### config.mk
export PLATFORM = sky130hd
export DESIGN_NAME = gbsha_fir_prog_flat
export DESIGN_NICKNAME = d
export VERILOG_FILES = /design/src/rtl/gbsha_fir_prog_if.sv /design/src/rtl/gbsha_fir_prog.sv /design/src/flat_wrapper.sv
export SDC_FILE = /design/constraint.sdc
export NUM_CORES = 1
export LEC_CHECK = 0
export CELL_PAD_IN_SITES_DETAIL_PLACEMENT = 1
export CELL_PAD_IN_SITES_GLOBAL_PLACEMENT = 1
export CORE_ASPECT_RATIO = 1.75
export CORE_MARGIN = 2
export CORE_UTILIZATION = 31
export CTS_CLUSTER_SIZE = 14
export DETAILED_ROUTE_END_ITERATION = 6
export PLACE_DENSITY = 0.55
export SYNTH_ARGS = -nofsm -noshare
export SYNTH_HDL_FRONTEND = slang
export SYNTH_SLANG_ARGS = --single-unit
### constraint.sdc
create_clock -name clk -period 4.62 [get_ports clk]
set_input_delay 0.924 -clock clk [delete_from_list [all_inputs] [get_ports clk]]
set_output_delay 0.924 -clock clk [all_outputs]
set_load 0.02 [all_outputs]
### src/rtl/gbsha_fir_prog_if.sv
// Sample/coefficient/result bundle for the programmable FIR.
// Latency: none, wires only.
// Backpressure: x_ready from the filter gates x_valid; results are pushed with no ready.
//
// Ports (master = sample/coefficient source, slave = filter):
//   x_in, x_valid, coef_start, coef_wr, coef_in : master -> slave
//   x_ready, y_out, y_valid, ovf               : slave  -> master
interface gbsha_fir_prog_if #(
    parameter int BW_in   = 4,
    parameter int BW_coef = 4,
    parameter int BW_out  = 6
);
    logic signed [BW_in-1:0]   x_in;
    logic                      x_valid;
    logic                      x_ready;
    logic                      coef_start;
    logic                      coef_wr;
    logic signed [BW_coef-1:0] coef_in;
    logic signed [BW_out-1:0]  y_out;
    logic                      y_valid;
    logic                      ovf;

    modport master (
        output x_in, x_valid, coef_start, coef_wr, coef_in,
        input  x_ready, y_out, y_valid, ovf
    );

    modport slave (
        input  x_in, x_valid, coef_start, coef_wr, coef_in,
        output x_ready, y_out, y_valid, ovf
    );
endinterface

### src/rtl/gbsha_fir_prog.sv
// Transposed-form FIR with run-time loadable coefficients, round-and-saturate output, sticky overflow.
// Latency: 1 cycle, sample accepted at edge E gives y_out/y_valid in the cycle after E.
// Backpressure: x_ready high only in RUN; samples are refused while loading or flushing.
//
// Ports: clk, reset (async active-low); bus (slave modport of gbsha_fir_prog_if) carries
//   x_in/x_valid/x_ready, coef_start/coef_wr/coef_in, y_out/y_valid/ovf.
module gbsha_fir_prog #(
    parameter int N_TAPS  = 4,
    parameter int BW_in   = 4,
    parameter int BW_coef = 4,
    parameter int BW_out  = 6,
    parameter int SHIFT   = 2
) (
    input  logic              clk,
    input  logic              reset,
    gbsha_fir_prog_if.slave   bus
);
    localparam int BW_product = BW_in + BW_coef;
    localparam int BW_acc     = BW_product + $clog2(N_TAPS);
    localparam int IDX_W      = $clog2(N_TAPS);

    localparam logic signed [BW_out-1:0] Y_MAX = {1'b0, {(BW_out-1){1'b1}}};
    localparam logic signed [BW_out-1:0] Y_MIN = {1'b1, {(BW_out-1){1'b0}}};
    localparam logic signed [BW_acc:0]   SAT_HI = (BW_acc+1)'(2**(BW_out-1) - 1);
    localparam logic signed [BW_acc:0]   SAT_LO = (BW_acc+1)'(-(2**(BW_out-1)));

    typedef enum logic [1:0] {
        RUN   = 2'd0,
        LOAD  = 2'd1,
        FLUSH = 2'd2
    } state_t;

    state_t                      state;
    logic [IDX_W-1:0]            idx;
    logic signed [BW_coef-1:0]   c    [N_TAPS];
    logic signed [BW_acc-1:0]    acc  [N_TAPS];
    logic signed [BW_product-1:0] prod [N_TAPS];
    logic signed [BW_out-1:0]    y_out_q;
    logic                        y_valid_q;
    logic                        ovf_q;

    // One extra bit over the accumulator so the rounding offset cannot wrap.
    logic signed [BW_acc:0]      tap0_sum;
    logic signed [BW_acc:0]      rnd_v;
    logic signed [BW_out-1:0]    y_sat;
    logic                        sat_hit;

    always_comb begin
        for (int k = 0; k < N_TAPS; k++) begin
            prod[k] = BW_product'(c[k]) * BW_product'(bus.x_in);
        end
    end

    // Output tap: same value acc[0] would take, taken straight to the output register.
    assign tap0_sum = (BW_acc+1)'(prod[0]) + (BW_acc+1)'(acc[1]);

    generate
        if (SHIFT > 0) begin : g_rnd
            localparam logic signed [BW_acc:0] HALF = (BW_acc+1)'(2**(SHIFT-1));
            assign rnd_v = (tap0_sum + HALF) >>> SHIFT;
        end else begin : g_nornd
            assign rnd_v = tap0_sum;
        end
    endgenerate

    always_comb begin
        sat_hit = 1'b0;
        y_sat   = rnd_v[BW_out-1:0];
        if (rnd_v > SAT_HI) begin
            sat_hit = 1'b1;
            y_sat   = Y_MAX;
        end else if (rnd_v < SAT_LO) begin
            sat_hit = 1'b1;
            y_sat   = Y_MIN;
        end
    end

    always_ff @(posedge clk or negedge reset) begin
        if (!reset) begin
            state     <= RUN;
            idx       <= '0;
            y_out_q   <= '0;
            y_valid_q <= 1'b0;
            ovf_q     <= 1'b0;
            for (int k = 0; k < N_TAPS; k++) begin
                c[k]   <= (k == 0) ? BW_coef'(1) : '0;
                acc[k] <= '0;
            end
        end else begin
            y_valid_q <= 1'b0;
            case (state)
                RUN: begin
                    // A load request wins over a sample on the same edge; the sample is lost.
                    if (bus.coef_start) begin
                        state <= LOAD;
                        idx   <= '0;
                    end else if (bus.x_valid) begin
                        for (int k = 0; k < N_TAPS-1; k++) begin
                            acc[k] <= BW_acc'(prod[k]) + acc[k+1];
                        end
                        acc[N_TAPS-1] <= BW_acc'(prod[N_TAPS-1]);
                        y_out_q       <= y_sat;
                        y_valid_q     <= 1'b1;
                        if (sat_hit) begin
                            ovf_q <= 1'b1;
                        end
                    end
                end
                LOAD: begin
                    if (bus.coef_start) begin
                        idx <= '0;
                    end else if (bus.coef_wr) begin
                        c[idx] <= bus.coef_in;
                        if (idx == IDX_W'(N_TAPS-1)) begin
                            state <= FLUSH;
                            idx   <= '0;
                        end else begin
                            idx <= idx + 1'b1;
                        end
                    end
                end
                FLUSH: begin
                    // Old partial sums were built with the previous coefficients.
                    for (int k = 0; k < N_TAPS; k++) begin
                        acc[k] <= '0;
                    end
                    ovf_q <= 1'b0;
                    state <= RUN;
                end
                default: begin
                    state <= RUN;
                end
            endcase
        end
    end

    assign bus.x_ready = (state == RUN);
    assign bus.y_out   = y_out_q;
    assign bus.y_valid = y_valid_q;
    assign bus.ovf     = ovf_q;
endmodule

### src/flat_wrapper.sv
// flat-port wrapper written by rule: the top's interface ports become plain ports
module gbsha_fir_prog_flat 
#(
    parameter int N_TAPS  = 4,
    parameter int BW_in   = 4,
    parameter int BW_coef = 4,
    parameter int BW_out  = 6,
    parameter int SHIFT   = 2
)
  (clk, reset, bus_x_in, bus_x_valid, bus_coef_start, bus_coef_wr, bus_coef_in, bus_x_ready, bus_y_out, bus_y_valid, bus_ovf);
  gbsha_fir_prog_if #(.BW_in(BW_in), .BW_coef(BW_coef), .BW_out(BW_out)) bus_i ();
  input  logic clk;
  input  logic reset;
  input wire logic [$bits(bus_i.x_in)-1:0] bus_x_in;
  input wire logic [$bits(bus_i.x_valid)-1:0] bus_x_valid;
  input wire logic [$bits(bus_i.coef_start)-1:0] bus_coef_start;
  input wire logic [$bits(bus_i.coef_wr)-1:0] bus_coef_wr;
  input wire logic [$bits(bus_i.coef_in)-1:0] bus_coef_in;
  output wire logic [$bits(bus_i.x_ready)-1:0] bus_x_ready;
  output wire logic [$bits(bus_i.y_out)-1:0] bus_y_out;
  output wire logic [$bits(bus_i.y_valid)-1:0] bus_y_valid;
  output wire logic [$bits(bus_i.ovf)-1:0] bus_ovf;
  assign bus_i.x_in = bus_x_in;
  assign bus_i.x_valid = bus_x_valid;
  assign bus_i.coef_start = bus_coef_start;
  assign bus_i.coef_wr = bus_coef_wr;
  assign bus_i.coef_in = bus_coef_in;
  assign bus_x_ready = bus_i.x_ready;
  assign bus_y_out = bus_i.y_out;
  assign bus_y_valid = bus_i.y_valid;
  assign bus_ovf = bus_i.ovf;
  gbsha_fir_prog #(.N_TAPS(N_TAPS), .BW_in(BW_in), .BW_coef(BW_coef), .BW_out(BW_out), .SHIFT(SHIFT)) u_core (.clk(clk), .reset(reset), .bus(bus_i));
endmodule
== Yosys cells after proc, flatten, opt, wreduce, memory -nomap -nowiden ==
Index checks and enable logic that the tools add are counted.
Word-level totals
  output and inout port bits: 9
  input bits: 13
  memories: 0
  register bits: 58
  bits in latches: 0
  logic and storage cells: 75
  bits in writable memories: 0
  ROM bits: 0
Cells by class
  add/sub/neg operators: 5
  bitwise operators: 2
  reductions and logical operators: 10
  mux-type cells: 27
  multiply operators: 4
  shifts and indexed selects: 0
  divide/modulo/power cells: 0
  $lt $le $gt $ge: 4
  eq/ne operators: 11
Operators by type and width (number)
  30-bit two-way mux: 2
  30-bit case mux with 2 select lines: 1
  4-bit by 4-bit multiplier with 8-bit output: 4
  8-bit by 10-bit adder with 10-bit output: 2
  16-bit bitwise mux: 1
  2-bit two-way mux: 8
  6-bit two-way mux: 2
  3-bit AND reduction: 4
  11-bit by 3-bit adder with 11-bit output, second input constant: 1
  8-bit by 10-bit adder with 11-bit output: 1
  2-bit inequality test, second input constant: 5
  9-bit by 6-bit > comparator with 1-bit output, second input constant: 1
  9-bit by 6-bit < comparator with 1-bit output, second input constant: 1
  4-bit demux with 2-bit select: 1
  1-bit two-way mux: 8
  2-bit case mux with 2 select lines: 2
  4-bit AND reduction: 2
  2-bit equality test, second input constant: 2
  4-bit two-way mux: 1
  2-bit by 1-bit inequality test with 1-bit output, second input constant: 2
  2-bit nonzero test: 2
  3-bit >= comparator, second input constant: 1
  3-bit by 1-bit < comparator with 1-bit output, second input constant: 1
  3-bit inequality test, second input constant: 1
  other kinds (7): 7

== Logic depth before layout (Yosys ltp) ==
  word-level depth: 10
  mapped depth: 17
  gate-level depth less buffers: 16

== Least setup slack after synthesis ==
Ideal clock, no wire load.
  path kind: input -> register
  start point: input port bus_x_in[3]
  end point: register u_core.ovf_q (netlist: u_core.bus.ovf)
  setup slack: -0.059 ns
  path buffers: 1
  stages on the path: 14
  required time: 4.550 ns
  library setup time: 0.070 ns
  arrival time: 4.609 ns
  path through: clkbuf_1 nand2b_1 fa_1 fa_1 fa_1 inv_1 ha_1 a211oi_2 o21bai_2 o41ai_4 xnor2_1 a31o_1 a211oi_4 nand3b_1
On the way
  word-level cells in the longest chain between the ends: 8
  elaborated cells on any way between the ends: 9
  classes of those cells: add/sub (2); mul (1); order compare (2); eq/ne (1); mux (2); reduce/logical (1)
Ends and longest elaborated chain
  start, declared: line flat_wrapper.sv:14  | input wire logic [$bits(bus_i.x_in)-1:0] bus_x_in;
  4-bit by 4-bit multiplier with 8-bit output (*): line gbsha_fir_prog.sv:50  | prod[k] = BW_product'(c[k]) * BW_product'(bus.x_in);
  8-bit by 10-bit adder with 11-bit output (*): line gbsha_fir_prog.sv:55  | assign tap0_sum = (BW_acc+1)'(prod[0]) + (BW_acc+1)'(acc[1]);
  11-bit by 3-bit adder with 11-bit output (*): line gbsha_fir_prog.sv:60  | assign rnd_v = (tap0_sum + HALF) >>> SHIFT;
  9-bit by 6-bit < comparator with 1-bit output: line gbsha_fir_prog.sv:72  | end else if (rnd_v < SAT_LO) begin
  1-bit two-way mux: line gbsha_fir_prog.sv:72
  1-bit two-way mux (*): line gbsha_fir_prog.sv:69  | if (rnd_v > SAT_HI) begin
  2-bit by 1-bit inequality test with 1-bit output (no line) (*)
  4-bit AND reduction (no line) (*)
  end signal, assigned: line gbsha_fir_prog.sv:84  | ovf_q <= 1'b0;
  end signal, assigned: line gbsha_fir_prog.sv:105  | ovf_q <= 1'b1;
  end signal, assigned: line gbsha_fir_prog.sv:127  | ovf_q <= 1'b0;
  end, declared: line gbsha_fir_prog.sv:40  | logic ovf_q;
Mark *: on every way between the ends. The rest lies on a longest branch, timed or not.
A chain may end at the register's enable or synchronous reset.

== Worst setup path in the final report ==
  start point: input port bus_x_in[0]
  end point: register u_core.y_out_q[3] (netlist: u_core.bus.y_out[3])
On the way
  word-level cells in the longest chain between the ends: 6
  elaborated cells on any way between the ends: 7
  classes of those cells: add/sub (2); mul (1); order compare (2); mux (2)
Ends and longest elaborated chain
  4-bit by 4-bit multiplier with 8-bit output (*): line gbsha_fir_prog.sv:50
  8-bit by 10-bit adder with 11-bit output (*): line gbsha_fir_prog.sv:55
  11-bit by 3-bit adder with 11-bit output (*): line gbsha_fir_prog.sv:60
  9-bit by 6-bit < comparator with 1-bit output: line gbsha_fir_prog.sv:72
  6-bit two-way mux: line gbsha_fir_prog.sv:72
  6-bit two-way mux (*): line gbsha_fir_prog.sv:69
  end signal, assigned: line gbsha_fir_prog.sv:102  | y_out_q <= y_sat;
  end, declared: line gbsha_fir_prog.sv:38  | logic signed [BW_out-1:0] y_out_q;
Marks and branches as above.

==> results.cfg <==
[status]
status = complete, no violations

[placed_design]
port_buffers = 21
dp_hpwl_um = 12500
place.gp.congestion = 0.817
dp_cells = 873

[clock_network]
cts_tree = done
cts_buffer_depth = 2
clkLatencyLatePin_ns = 0.31
htree_levels = 2
clkSinkCount = 56
clkTransAtPathRegs_ns = 0.07
clock-root-buffer = clkbuf_16
cts_buffers = 5

[logic_synthesis]
synth_flop_cell = dfrtp_1
synth-edff-count = 0
yosys-top-cells-count = inv_1, ha_1, fa_1
synthAdderAreaFrac_pct = 38.6
yosysWarnings = 0
synth_cell_types = 44
synthXorXnorAreaFrac_pct = 5.31
synth_top_family_by_area = adder cells
ys_seq_area_share_pct = 24.3
yosys-top-cells-area = dfrtp_1, fa_1, ha_1
synth-simple-area-share_pct = 9.71
syn_avg_cell_area_um2 = 10.1
synth_top_area_cell = dfrtp_1
syn-cell-area_mm2 = 0.00577
synthArstFlopShare_pct = 100
synth_fp_nets = 723
synth.most_common_cell = inv_1
ys_ff_latch = 56
muxShareOfSynthArea_pct = 3.12
synthCells = 571
netlist.area_leader.share_pct = 23.8
synth_compound_area_share_pct = 11.0

[sta]
fin_crit_ns = 4.50
finClkSkew_ns = 0.00917
setup_viol = 0
hold_viol_final = 0
finalCritPeriodShare_pct = 97.5
slew_viol_final = 0
max-slew-margin-rel_pct = 32.6
grt_setup_unrepaired = true
worst_pin_slew_ns = 1.01
fmax_ghz = 0.222
hold_slack_ns = 0.485
setup_tns_ns = 0

[drt]
first_pass_iters = 4
wirelength_um = 15000
wl_per_cell_um = 17.0
drc = 0
vias = 4177
ant_nets = 0
drt-initial-drc-count = 105
vias_per_cell = 4.73

[floorplan]
boundaryPins = 22
die-area_mm2 = 0.0198
rows = 66
core_mm2 = 0.0184
start_util_pct = 31.3
die_x_um = 107
chipHeight_um = 185

[pwr]
max-vdd-ir-drop_mv = 0.710
power.leakage_nw = 3.58
p_per_area_mw_per_mm2 = 814

[global_routing]
antenna_found_initial = 0
grt_pass1_wl_um = 24200
grt_pass1_vias = 4771
grt-ovfl-total = 0
grt_max_degree = 44
grtUsageTotal_pct = 16.1

[critical_path]
cp.required_ns = 4.76
crit_path_start_kind = input port
crit_type = in2reg
path_max_fanout = 5
worst_path_most_repeated_cell = fa_1
crit_chain = buf_8 > and2_4 > fa_1 > inv_2 > fa_1 > fa_1 > inv_2 > ha_4 > a211oi_4 > o21bai_2 > o41ai_4 > xnor2_2 > o31a_2 > o21ai_4 > a311oi_2
cp_slowest_stage_delay_ns = 0.55
cp-end-kind = flip-flop
slowest_stage = fa_1
critPathArrivalTime_ns = 4.65

[cells_and_area]
post_route_cells_drive_above_1_share_pct = 18.1
nNetsFinal = 796
fin_util_pct = 37.8
diodes = 0
layout.cells.non_filler = 883
area_delta_synth_final_pct = 20.6

[job]
max-cap-violations = 0

[hold_path]
min_path_type = reg2reg
==> cell type report <==
type | count | area [µm²]
repair buffers | 79 | 642
multi-input cells | 393 | 4070
inverters | 109 | 409
well taps | 238 | 298
clock buffers | 6 | 129
flip-flops and latches | 56 | 1400
fillers | 2093 | 11500
clock inverters | 2 | 13.8
==> through the flow <==
step | setup WS [ns] | power, mW | area [µm²]
4_1_cts | 0.000835 | 5.50 | 6850
5_1_grt | -0.0489 | 6.25 | 6960
6_report | 0.115 | 5.67 | 6960
3_3_place_gp | -0.657 | 4.80 | 6650
3_5_place_dp | -0.872 | 4.97 | 6650
2_1_floorplan | 0.0244 | 3.50 | 5780
==> routing by layer <==
metal / GRT usage (%) / part of all wire, %
met3: 0.990 / 0.78
met1: 16.1 / 36
met4: 7.22 / 3.5
met2: 32.9 / 60
met5: 0 / 0
==> path summary, 6_finish.rpt <==
| path | end | cells past startpoint | start | slack (ns) |
|---|---|---|---|---|
| worst max-delay path | u_core.bus.y_out[3] | 15 | bus_x_in[0] | 0.12 |
| worst min-delay path | u_core.bus.y_out[5] | 2 | u_core.bus.y_out[5] | 0.48 |
| worst max register to register | u_core.bus.y_out[3] | 14 | u_core.c[15] | 0.28 |
| worst min register to register | u_core.bus.y_out[5] | 2 | u_core.bus.y_out[5] | 0.48 |
| max in group asynchronous | u_core.c[12] | 2 | reset | 3.19 |
| min in group asynchronous | u_core.acc[17] | 1 | reset | 0.52 |
==> placed cells by master, fill, tap and decap left out, types with 4 or more instances in the layout <==
cell	count
inv_1	106
xor2_1	16
a22o_1	13
nand2_1	46
xnor2_1	17
clkdlybuf4s50_1	16
buf_4	55
ha_1	69
mux2_2	16
o21ai_0	23
and2_1	23
a21oi_1	12
a21o_1	11
ha_4	5
nor2_1	17
nor3_1	4
clkbuf_16	5
buf_2	4
nand2b_1	12
dfrtp_1	55
fa_1	64
==> critical path, delay by kind of cell <==
kind                       cells  cell delay (ns)
and+or+nand+nor                1             0.14
AOI/OAI and AO/OA              6             1.48
xor gates and xnor gates       1             0.12
adders and majority gates      4             1.79
buffers and inverters          3             0.20
==> repair_timing <==
item                                    in CTS  in global routing
cloned                                       0                  0
buffers inserted                             0                  2
hold buffers                                 0                  0
gates resized for setup                     22                 29
pin swaps                                    8                 19
endpoints found under the setup margin      11                  7
==> cell families (layout without fill, tap and decap cells) <==
logic type               Yosys count  in the layout
buffers and inverters            122            196
multiplexers                      16             16
AO/OA/AOI/OAI                     87             87
flip-flops                        56             56
adder cells (fa/ha/maj)          139            139
XOR/XNOR                          35             35
AND/OR/NAND/NOR                  116            116
==> sequential cells by signal, summed over array words and instances, names as in the netlist <==
name                cells
u_core.idx              2
u_core.acc             28
u_core.bus.y_out        6
u_core.bus.y_valid      1
u_core.bus.ovf          1
u_core.state            2
u_core.c               16
==> power by group <==
group          internal [mW]  switching (mW)
Sequential             0.620           0.145
Clock                  0.203           0.196
Combinational           2.21            2.29
Total                   3.04            2.63
(Power assumes the default switching activity.)
